[src/rtl/core_pkg.sv]
// core_pkg: state encodings and default constants shared by the core sequencer.
package core_pkg;
  typedef enum logic [2:0] {
    S_IDLE   = 3'd0,
    S_FETCH  = 3'd1,
    S_WAIT   = 3'd2,
    S_DECODE = 3'd3,
    S_EXEC   = 3'd4,
    S_HALT   = 3'd5,
    S_PAUSE  = 3'd6
  } state_t;
  localparam logic [31:0] HALT_OPC_ALL = '1;
endpackage

[src/rtl/btn_sync.sv]
// btn_sync: 2-flop synchroniser plus rising-edge pulse; a level already high at reset
// release is ignored until the input has been seen low.
module btn_sync (
  input  logic clk,
  input  logic rst,
  input  logic i_btn,
  output logic o_pulse
);
  logic r_meta, r_sync, r_prev, r_armed;
  logic [1:0] r_vld;
  always_ff @(posedge clk or posedge rst)
    if (rst) begin
      r_meta  <= 1'b0;
      r_sync  <= 1'b0;
      r_prev  <= 1'b0;
      r_armed <= 1'b0;
      r_vld   <= 2'b00;
    end else begin
      r_meta  <= i_btn;
      r_sync  <= r_meta;
      r_prev  <= r_sync;
      r_vld   <= {r_vld[0], 1'b1};
      r_armed <= r_armed | (r_vld[1] & ~r_sync);
    end
  assign o_pulse = r_sync & ~r_prev & r_armed;
endmodule

[src/rtl/core_sequencer.sv]
// core_sequencer: fetch/wait/decode/execute control FSM with retired-instruction count.
// Define SINGLE_STEP_EN to pause after every EXEC until the next start press.
module core_sequencer
  import core_pkg::*;
#(
  parameter int DATA_W   = 16,
  parameter int OPC_W    = 4,
  parameter int MEM_WAIT = 1,
  parameter logic [OPC_W-1:0] HALT_OPC = HALT_OPC_ALL[OPC_W-1:0],
  parameter int CNT_W    = 16
) (
  input  logic              clk,
  input  logic              rst,
  input  logic              start,
  input  logic [DATA_W-1:0] ir_in,
  output logic [2:0]        state,
  output logic              fetch_en,
  output logic              ir_load,
  output logic              exec_en,
  output logic              pc_inc,
  output logic              halted,
  output logic [CNT_W-1:0]  instr_cnt
);
  localparam logic [3:0] WAIT_LD = (MEM_WAIT > 0) ? 4'(MEM_WAIT - 1) : 4'd0;
  logic [2:0] r_state, w_next;
  logic [3:0] r_wait;
  logic [CNT_W-1:0] r_cnt;
  logic [OPC_W-1:0] w_opc;
  logic w_start, w_unused;
  assign w_opc = ir_in[DATA_W-1 -: OPC_W];
  assign w_unused = ^ir_in;
  btn_sync u_start (.clk(clk), .rst(rst), .i_btn(start), .o_pulse(w_start));
  always_ff @(posedge clk or posedge rst)
    if (rst) r_state <= S_IDLE;
    else r_state <= w_next;
  always_comb begin
    w_next = S_IDLE;
    case (r_state)
      S_IDLE:   w_next = w_start ? S_FETCH : S_IDLE;
      S_FETCH:  w_next = (MEM_WAIT > 0) ? S_WAIT : S_DECODE;
      S_WAIT:   w_next = (r_wait == 4'd0) ? S_DECODE : S_WAIT;
      S_DECODE: w_next = (w_opc == HALT_OPC) ? S_HALT : S_EXEC;
`ifdef SINGLE_STEP_EN
      S_EXEC:   w_next = S_PAUSE;
      S_PAUSE:  w_next = w_start ? S_FETCH : S_PAUSE;
`else
      S_EXEC:   w_next = S_FETCH;
`endif
      S_HALT:   w_next = w_start ? S_IDLE : S_HALT;
      default:  w_next = S_IDLE;
    endcase
  end
  always_comb begin
    state    = r_state;
    fetch_en = r_state == S_FETCH;
    ir_load  = r_state == S_DECODE;
    exec_en  = r_state == S_EXEC;
    pc_inc   = r_state == S_EXEC;
    halted   = r_state == S_HALT;
  end
  // WAIT exits on zero, so loading MEM_WAIT-1 gives exactly MEM_WAIT WAIT cycles
  always_ff @(posedge clk or posedge rst)
    if (rst) r_wait <= 4'd0;
    else if (r_state == S_FETCH) r_wait <= WAIT_LD;
    else if (r_state == S_WAIT && r_wait != 4'd0) r_wait <= r_wait - 4'd1;
  always_ff @(posedge clk or posedge rst)
    if (rst) r_cnt <= '0;
    else if (r_state == S_EXEC) r_cnt <= r_cnt + 1'b1;
  assign instr_cnt = r_cnt;
endmodule
[config.mk]
export PLATFORM = sky130hd
export DESIGN_NAME = core_sequencer
export DESIGN_NICKNAME = d
export VERILOG_FILES = /design/src/rtl/core_pkg.sv /design/src/rtl/btn_sync.sv /design/src/rtl/core_sequencer.sv
export SDC_FILE = /design/constraint.sdc
export NUM_CORES = 1
export LEC_CHECK = 0
export CORE_ASPECT_RATIO = 0.6
export CORE_MARGIN = 1
export CORE_UTILIZATION = 40
export CTS_BUF_LIST = sky130_fd_sc_hd__clkbuf_4
export CTS_CLUSTER_SIZE = 28
export DETAILED_ROUTE_END_ITERATION = 12
export GPL_TIMING_DRIVEN = 0
export PLACE_DENSITY = 0.8
export SLEW_MARGIN = 20
export SYNTH_ARGS = -nofsm -noshare
export SYNTH_HDL_FRONTEND = slang
export SYNTH_SLANG_ARGS = --single-unit
[constraint.sdc]
create_clock -name clk -period 1.95 [get_ports clk]
set_clock_uncertainty 0.1 [all_clocks]
set_input_delay 0.2925 -clock clk [delete_from_list [all_inputs] [get_ports clk]]
set_output_delay 0.2925 -clock clk [all_outputs]
set_load 0.005 [all_outputs]
* Word-level counts from Yosys, hierarchy flattened *
Cells that the tools add are included.

storage, ports and cells
  bits in registers = 29
  input port bits = 19
  output and inout bits = 24
  word-level logic and storage cells = 34

cells by class
  $add $sub $neg = 2
  equal/unequal tests = 6
  muxes and demuxes = 7
  bitwise operators = 6
  reductions and logical operators = 5

operators with widths
  operator               number
  $pmux 3 s6             1
  $add 16x1->16 const B  1
  $mux 4                 2
  $eq 3x2->1 const B     2
  $eq 3x3->1 const B     2
  $eq 4x4->1 const B     1
  $logic_not 4->1        1
  $reduce_bool 4->1      1
  $sub 4x1->4 const B    1
  $and 1x1->1            3
  $eq 3x1->1 const B     1
  $logic_not 3->1        1
  $mux 1                 3
  $mux 3                 1
  $not 1->1              2
  $reduce_bool 2->1      1
  $logic_and 1x1->1      1
  $or 1x1->1             1

* Depth between registers and ports, before layout *
Gate-level depths: netlist (run 1).

  depth in word-level cells = 5
  depth in mapped cells = 6
  mapped depth without buffers = 6

* Hierarchy *
From an unflattened synthesis (run 1), not the netlist that was laid out.

second synthesis, totals
  cell total of the unflattened synthesis = 115
  area total of the unflattened synthesis = 1287.5 sq um

by module, submodules not included
  module          instances  cells an instance  area each (sq um)  seq. area each (sq um)
  core_sequencer  1          104                1106.1             575.6
  btn_sync        1          11                 181.4              150.1

* Least setup slack after synthesis (run 1) *
Ideal clock, no wire load.

  kind = register -> register
  from = register r_state[1] (netlist: state[1])
  to = register r_cnt[13] (netlist: instr_cnt[13])
  library setup time = 0.079 ns
  arrival time = 1.543 ns
  required time = 1.771 ns
  path slack = 0.228 ns
  stages on the path, launching flop included = 6
  path buffers = 1
  clock period less this slack = 1.722 ns
  cell sequence = dfrtp_1 -> clkbuf_2 -> nor3b_4 -> nand4_4 -> nor4_1 -> xor2_1

on the way
  longest elaborated chain between the ends = 1

ends and longest elaborated chain
  what                    RTL line              RTL
  from (decl)             core_sequencer.sv:25  logic [2:0] r_state, w_next;
  from (signal assigned)  core_sequencer.sv:35  else r_state <= w_next;
  $eq 3x3->1              n/a
  via exec_en             core_sequencer.sv:19  output logic exec_en,
  to (signal assigned)    core_sequencer.sv:68  else if (r_state == S_EXEC) r_cnt <= r_cnt + 1'b1;
  to (decl)               core_sequencer.sv:27  logic [CNT_W-1:0] r_cnt;

The timed path passes the listed nets, and every way through them passes these cells.
A chain may end at the register's enable or synchronous reset.

* Worst setup path in the final report (run 1) *
  from = register r_state[0] (netlist: state[0])
  to = register r_cnt[15] (netlist: instr_cnt[15])

on the way
  longest elaborated chain between the ends = 1

ends and longest elaborated chain
  what        RTL line
  $eq 3x3->1  core_sequencer.sv:68

Every way passes these cells.

==> results of run 1 <==
## cell type report
cell class | instances | share of cell area
tap | 42 | 0.0289
timing repair buffer | 40 | 0.207
sequential | 29 | 0.400
multi-input combinational | 77 | 0.317
clock inverter | 1 | 0.00206
buffer | 2 | 0.0103
inverter | 5 | 0.0103
clock buffer | 6 | 0.0247
## flip-flops by register name (all words and copies together), names as in the netlist
register	flops
state	3
u_start.r_vld	2
r_wait	4
u_start.r_meta	1
u_start.r_prev	1
u_start.r_armed	1
u_start.r_sync	1
instr_cnt	16
## per-layer routing
layer	part of all wire	up-vias	GRT usage
li1	-	472	-
met1	0.50	459	0.225
met2	0.46	19	0.248
met3	0.038	0	0.0591
met4	0	0	0.0556
met5	0	-	0
## worst reg2reg max path, stage by stage, from the launching register on
cell and delay [ps]:
dfrtp_1 390, buf_6 130, nor3b_4 210, buf_4 150
buf_4 140, nand4_4 190, nor4_4 320, xor2_1 170
## what timing repair did
action | CTS | global route
setup buffers | 5 | 5
hold buffers | 0 | 0
pin swaps | 1 | 1
gates cloned | 0 | 0
endpoints found under the setup margin | 6 | 5
gates resized for setup | 11 | 5
## logic make-up (layout without fill, tap and decap cells)
| kind of cell | Yosys count | count (layout) |
|---|---|---|
| buffers and inverters | 8 | 54 |
| AND/OR/NAND/NOR | 47 | 47 |
| XOR/XNOR | 19 | 19 |
| AO/OA/AOI/OAI | 6 | 6 |
| flip-flops | 29 | 29 |
| adder cells (fa/ha/maj) | 3 | 3 |
| other | 1 | 1 |
| multiplexers | 1 | 1 |
## layout by cell type (no fill, tap or decap), drive strengths merged, types with 2 or more instances in the layout
| cell type | Yosys | routed |
|---|---|---|
| nor2 | 7 | 7 |
| xor2 | 10 | 10 |
| a21o | 2 | 2 |
| nand4 | 4 | 4 |
| nor3b | 3 | 3 |
| and3b | 2 | 2 |
| inv | 5 | 5 |
| xnor2 | 9 | 9 |
| clkdlybuf4s50 | 0 | 25 |
| nand3 | 6 | 6 |
| nor3 | 4 | 4 |
| dlygate4sd2 | 0 | 2 |
| ha | 3 | 3 |
| and3 | 4 | 4 |
| clkbuf | 1 | 6 |
| a21oi | 2 | 2 |
| buf | 2 | 13 |
| nand2 | 10 | 10 |
| dfrtp | 29 | 29 |
| nor4 | 2 | 2 |
## power groups by stage
stage | logic, mW | registers [mW] | clock network (mW)
after floorplan | 0.284 | 0.783 | 0
after global placement | 0.536 | 0.785 | 0
after detailed placement | 0.554 | 0.795 | 0
after CTS | 0.597 | 0.815 | 0.343
after global routing | 0.749 | 0.814 | 0.384
final | 0.685 | 0.800 | 0.340
## metrics by stage
stage	instance area (sq um)	util	setup TNS, ps	hold WS, ps	std cells
after floorplan	1310	-	0	224	114
after global placement	1660	0.556	-147	232	186
after detailed placement	1660	0.556	-213	235	186
after CTS	1760	0.590	-130	253	197
after global routing	1820	0.610	0	272	202
final	1820	0.610	0	252	202
## how the worst max path moves through the flow
stage                  start       endpoint  slack (ps)  cells past startpoint
finish              state[0]  instr_cnt[15]          80                      7
global route        state[2]        ir_load           6                      4
CTS                 state[1]       fetch_en        -130                      2
detailed placement  state[1]       fetch_en        -160                      3
global placement    state[1]       fetch_en        -110                      3
floorplan           state[1]  instr_cnt[13]         230                      5
==> flow_summary.ini, run 1 <==
[power]
sw_frac_of_total = 0.309
power_density_nw_per_um2 = 1000
cell_internal_pwr_mw = 1.26
power_frac_comb = 0.375
total_power_mw = 1.82
seqPwrFrac = 0.438
switchingPower_uw = 565
clock_power_share = 0.186
peakVddDrop_mv = 0.478
p_leak_nw = 0.872

[floorplanning]
initial_core_util = 0.438
ios = 43
dieArea_sq_um = 3510
die_h_um = 46.3
die_w_um = 75.8
rows = 15
core_sq_um = 2980

[setup_path]
cpLargestDelayFamily = simple AND/OR/NAND/NOR gates
max_stage_delay_ps = 390
critPathCaptureType = flop
rrSetupSlack_ps = 80
reg2reg_to = instr_cnt[15]
reg2reg_depth = 7
crit_top_cell = buf_4
r2r_start = state[0]
critPathLaunchType = flop
crit_chain = buf_6, nor3b_4, buf_4, buf_4, nand4_4, nor4_4, xor2_1
path_buf_inv = 3
worst_ep_arrival_time_ps = 2020
critPathSlowestCell = dfrtp_1
crit_fanout = 7
cp.required_ps = 2090
critPathKind = flop to flop

[yosys]
avgSynthCellArea_sq_um = 11.5
ys_seq_area_frac = 0.555
syn-num-nets = 136
yosys-top-cells-count = dfrtp_1 (29), nand2_1 (10), xor2_1 (10)
ys.warnings.count = 0
synth_top_area_cell = dfrtp_1
synth_top_area_frac = 0.555
syn-cell-area_sq_um = 1310
synthFlopType = dfrtp_1
synthCells = 114
synth.most_common_cell = dfrtp_1
synth_mux_area_frac = 0.00861
synthTopCellsByArea = dfrtp_1 (56%), xor2_1 (6.7%), xnor2_1 (6.0%)
synth_top_family_by_area = simple AND/OR/NAND/NOR gates
synth_edf_count = 0
synth_xor_area_frac = 0.127
synth_compound_area_frac = 0.0278
synthSimpleGateAreaFrac = 0.217
ys_ff_latch = 29
synth_fa_ha_area_frac = 0.0287
synth.distinct_cells = 31
ys_async_sr_fraction = 1.00

[placement]
place_ws_ps = -156
io_buffers = 30
place_congestion = 0.750
hpwlAfterDp_um = 1810

[final_layout]
fill_cells = 231
multiInputGateArea_sq_um = 577
syn2layout_area_growth_pct = 39.2
drive_gt1_frac = 0.219
antenna_cells = 0
nNetsFinal = 182
ff_latch_area_sq_um = 728

[global_routing]
grt_max_degree = 30
antenna_found_initial = 0
grt_pass1_vias = 883
grt_overflow = 0
gr-usage-all-layers = 0.166
grt_pass1_wl_um = 4020

[clock_tree]
clkSinkCount = 29
numCtsBuffers = 5
cts_buffer_depth = 2
htreeDepth = 2
path_clk_slew_ps = 90
cts_tree = built
clk_latency_ps = 330
cts_root_buf = clkbuf_4

[sta]
fmax_mhz = 534
finalHoldViolCount = 0
relSlewSlack = 0.604
slew_violations = 0
layout_setup_ws_ps = 78.5
rsz0062_at_grt = true
post-route-period-util = 0.960
period_needed_ps = 1870
setup_violations = 0
tightestPinTransition_ps = 594

[route]
drt_pass1_iterations = 4
drc_errors = 0
postRouteAntennaNets = 0
vias = 950
wl_per_cell_um = 12.8
routed_wl_um = 2580
viasPerCell = 4.70
first_iter_violations = 118

[outcome]
status = finished clean

[worst_hold_path]
min_path_cells = 0
hold_path.class = flop to flop
min_from = u_start.r_meta
hold_path_end = u_start.r_sync

[run]
cap_violations = 0
Power figures use the tool's default switching activity.
==> run 2: changes to the inputs <==
--- a/config.mk
+++ b/config.mk
@@ -12,6 +12,7 @@
 export CTS_CLUSTER_SIZE = 28
 export DETAILED_ROUTE_END_ITERATION = 12
 export GPL_TIMING_DRIVEN = 0
+export MAX_ROUTING_LAYER = met4
 export PLACE_DENSITY = 0.8
 export SLEW_MARGIN = 20
 export SYNTH_ARGS = -nofsm -noshare
==> flow_summary.ini, run 2 (synthesized netlist as in run 1, its figures left out) <==
[clock_tree]
numCtsBuffers = 5
htreeDepth = 2
cts_hold_buf = 0
cts_root_buf = clkbuf_4
path_clk_slew_ps = 80
clkSinkCount = 29
cts_buffer_depth = 2
clk_latency_ps = 330
cts_tree = built

[setup_path]
cp.required_ps = 2100
rrSetupSlack_ps = 80
critPathKind = flop to flop
cp-startpoint = state[0]
worst_ep_arrival_time_ps = 2010
critPathLaunchType = flop
critPathCaptureType = flop
r2r_start = state[0]
crit_fanout = 7

[floorplanning]
dieArea_sq_um = 3510
die_h_um = 46.3
die_w_um = 75.8
core_sq_um = 2980
rows = 15
initial_core_util = 0.438
ios = 43

[route]
viasPerCell = 4.71
first_iter_violations = 122
postRouteAntennaNets = 0
vias = 956
routed_wl_um = 2570
wl_per_cell_um = 12.7
drc_errors = 0
drt_pass1_iterations = 4

[placement]
dp.cells = 186
dpl_cell_area_sq_um = 1660
place_congestion = 0.760
io_buffers = 30
hpwlAfterDp_um = 1810

[final_layout]
antenna_cells = 0
ff_latch_area_sq_um = 728
largest_reg_flops = 16
fill_cells = 233
nNetsFinal = 183
final-instance-count-excl-fill = 203
final_common_cell = dfrtp_1
drive_gt1_frac = 0.224
syn2layout_area_growth_pct = 39.8
multiInputGateArea_sq_um = 577
post-route-util = 0.613
layout_common_cells = dfrtp_1 (27), clkdlybuf4s50_1 (25), buf_4 (12), xor2_1 (10), nand2_1 (10)
design_area_sq_um = 1830

[sta]
period_needed_ps = 1870
fmax_mhz = 535
post-route-period-util = 0.958
rsz0062_at_grt = true
tightestPinTransition_ps = 593
tns_ps = 0
setup_violations = 0
relSlewSlack = 0.604
finalHoldViolCount = 0
slew_violations = 0

[global_routing]
grt_pass1_wl_um = 4010
grt_pass1_vias = 881
gr-usage-all-layers = 0.170
antenna_found_initial = 0
grt_overflow = 0
grt_max_degree = 30

[worst_hold_path]
min_from = u_start.r_meta
hold_path.class = flop to flop

[power]
p_leak_nw = 0.878
power_density_nw_per_um2 = 1010
seqPwrFrac = 0.435
clock_power_share = 0.184
total_power_mw = 1.84
cell_internal_pwr_mw = 1.27
sw_frac_of_total = 0.308
switchingPower_uw = 566
power_frac_comb = 0.380
peakVddDrop_mv = 0.476

[run]
cap_violations = 0

[outcome]
status = finished clean
run 2: cell count changes in the layout (fill, tap and decap cells not counted):
cell   before  now
buf_4      11   12
run 2: final cells by class:
type	instances	area share
Multi-Input combinational cell	77	0.316
Timing Repair Buffer	41	0.210
Tap cell	42	0.0287
Clock buffer	6	0.0246
Inverter	5	0.0103
Clock inverter	1	0.00205
Buffer	2	0.0103
Sequential cell	29	0.398
run 2: final timing paths:
| kind | end | depth (start not counted) |
|---|---|---|
| min | u_start.r_sync | 0 |
| max | instr_cnt[15] | 7 |
| max in group asynchronous | state[1] | 2 |
| min in group asynchronous | instr_cnt[1] | 2 |
| max reg2reg | instr_cnt[15] | 7 |
| min reg2reg | u_start.r_sync | 0 |
run 2: power by group through the flow:
stage	Clock, mW	Combinational (mW)	Sequential [mW]
detailed placement	0	0.554	0.795
floorplan	0	0.284	0.783
global route	0.382	0.762	0.814
finish	0.338	0.699	0.800
CTS	0.343	0.597	0.815
global placement	0	0.536	0.785
run 2: timing repair:
action,4_1_cts,5_1_grt
pin swaps,1,1
setup buffers,5,6
setup endpoints to repair,6,5
gates resized for setup,11,5
run 2: worst max-delay path, stage by stage, from the launching register on:
cell and delay [ps]:
dfrtp_1 390, buf_6 130, nor3b_4 210, buf_4 150, buf_4 140, nand4_4 180
nor4_4 320, xor2_1 170
run 2: per-layer routing:
layer	routed length, um	vias up	part of all wire	track usage
li1	-	474	-	-
met1	1290	460	0.50	0.223
met2	1170	20	0.46	0.248
met3	93	2	0.036	0.0591
met4	23	0	0.0089	0.0556
met5	0	-	0	-
run 2: metrics by stage:
step | hold WS, ps | worst slack (ps)
after floorplan | 224 | 228
after global routing | 272 | 3.33
after CTS | 253 | -130
after global placement | 232 | -115
final | 251 | 81.4
after detailed placement | 235 | -156
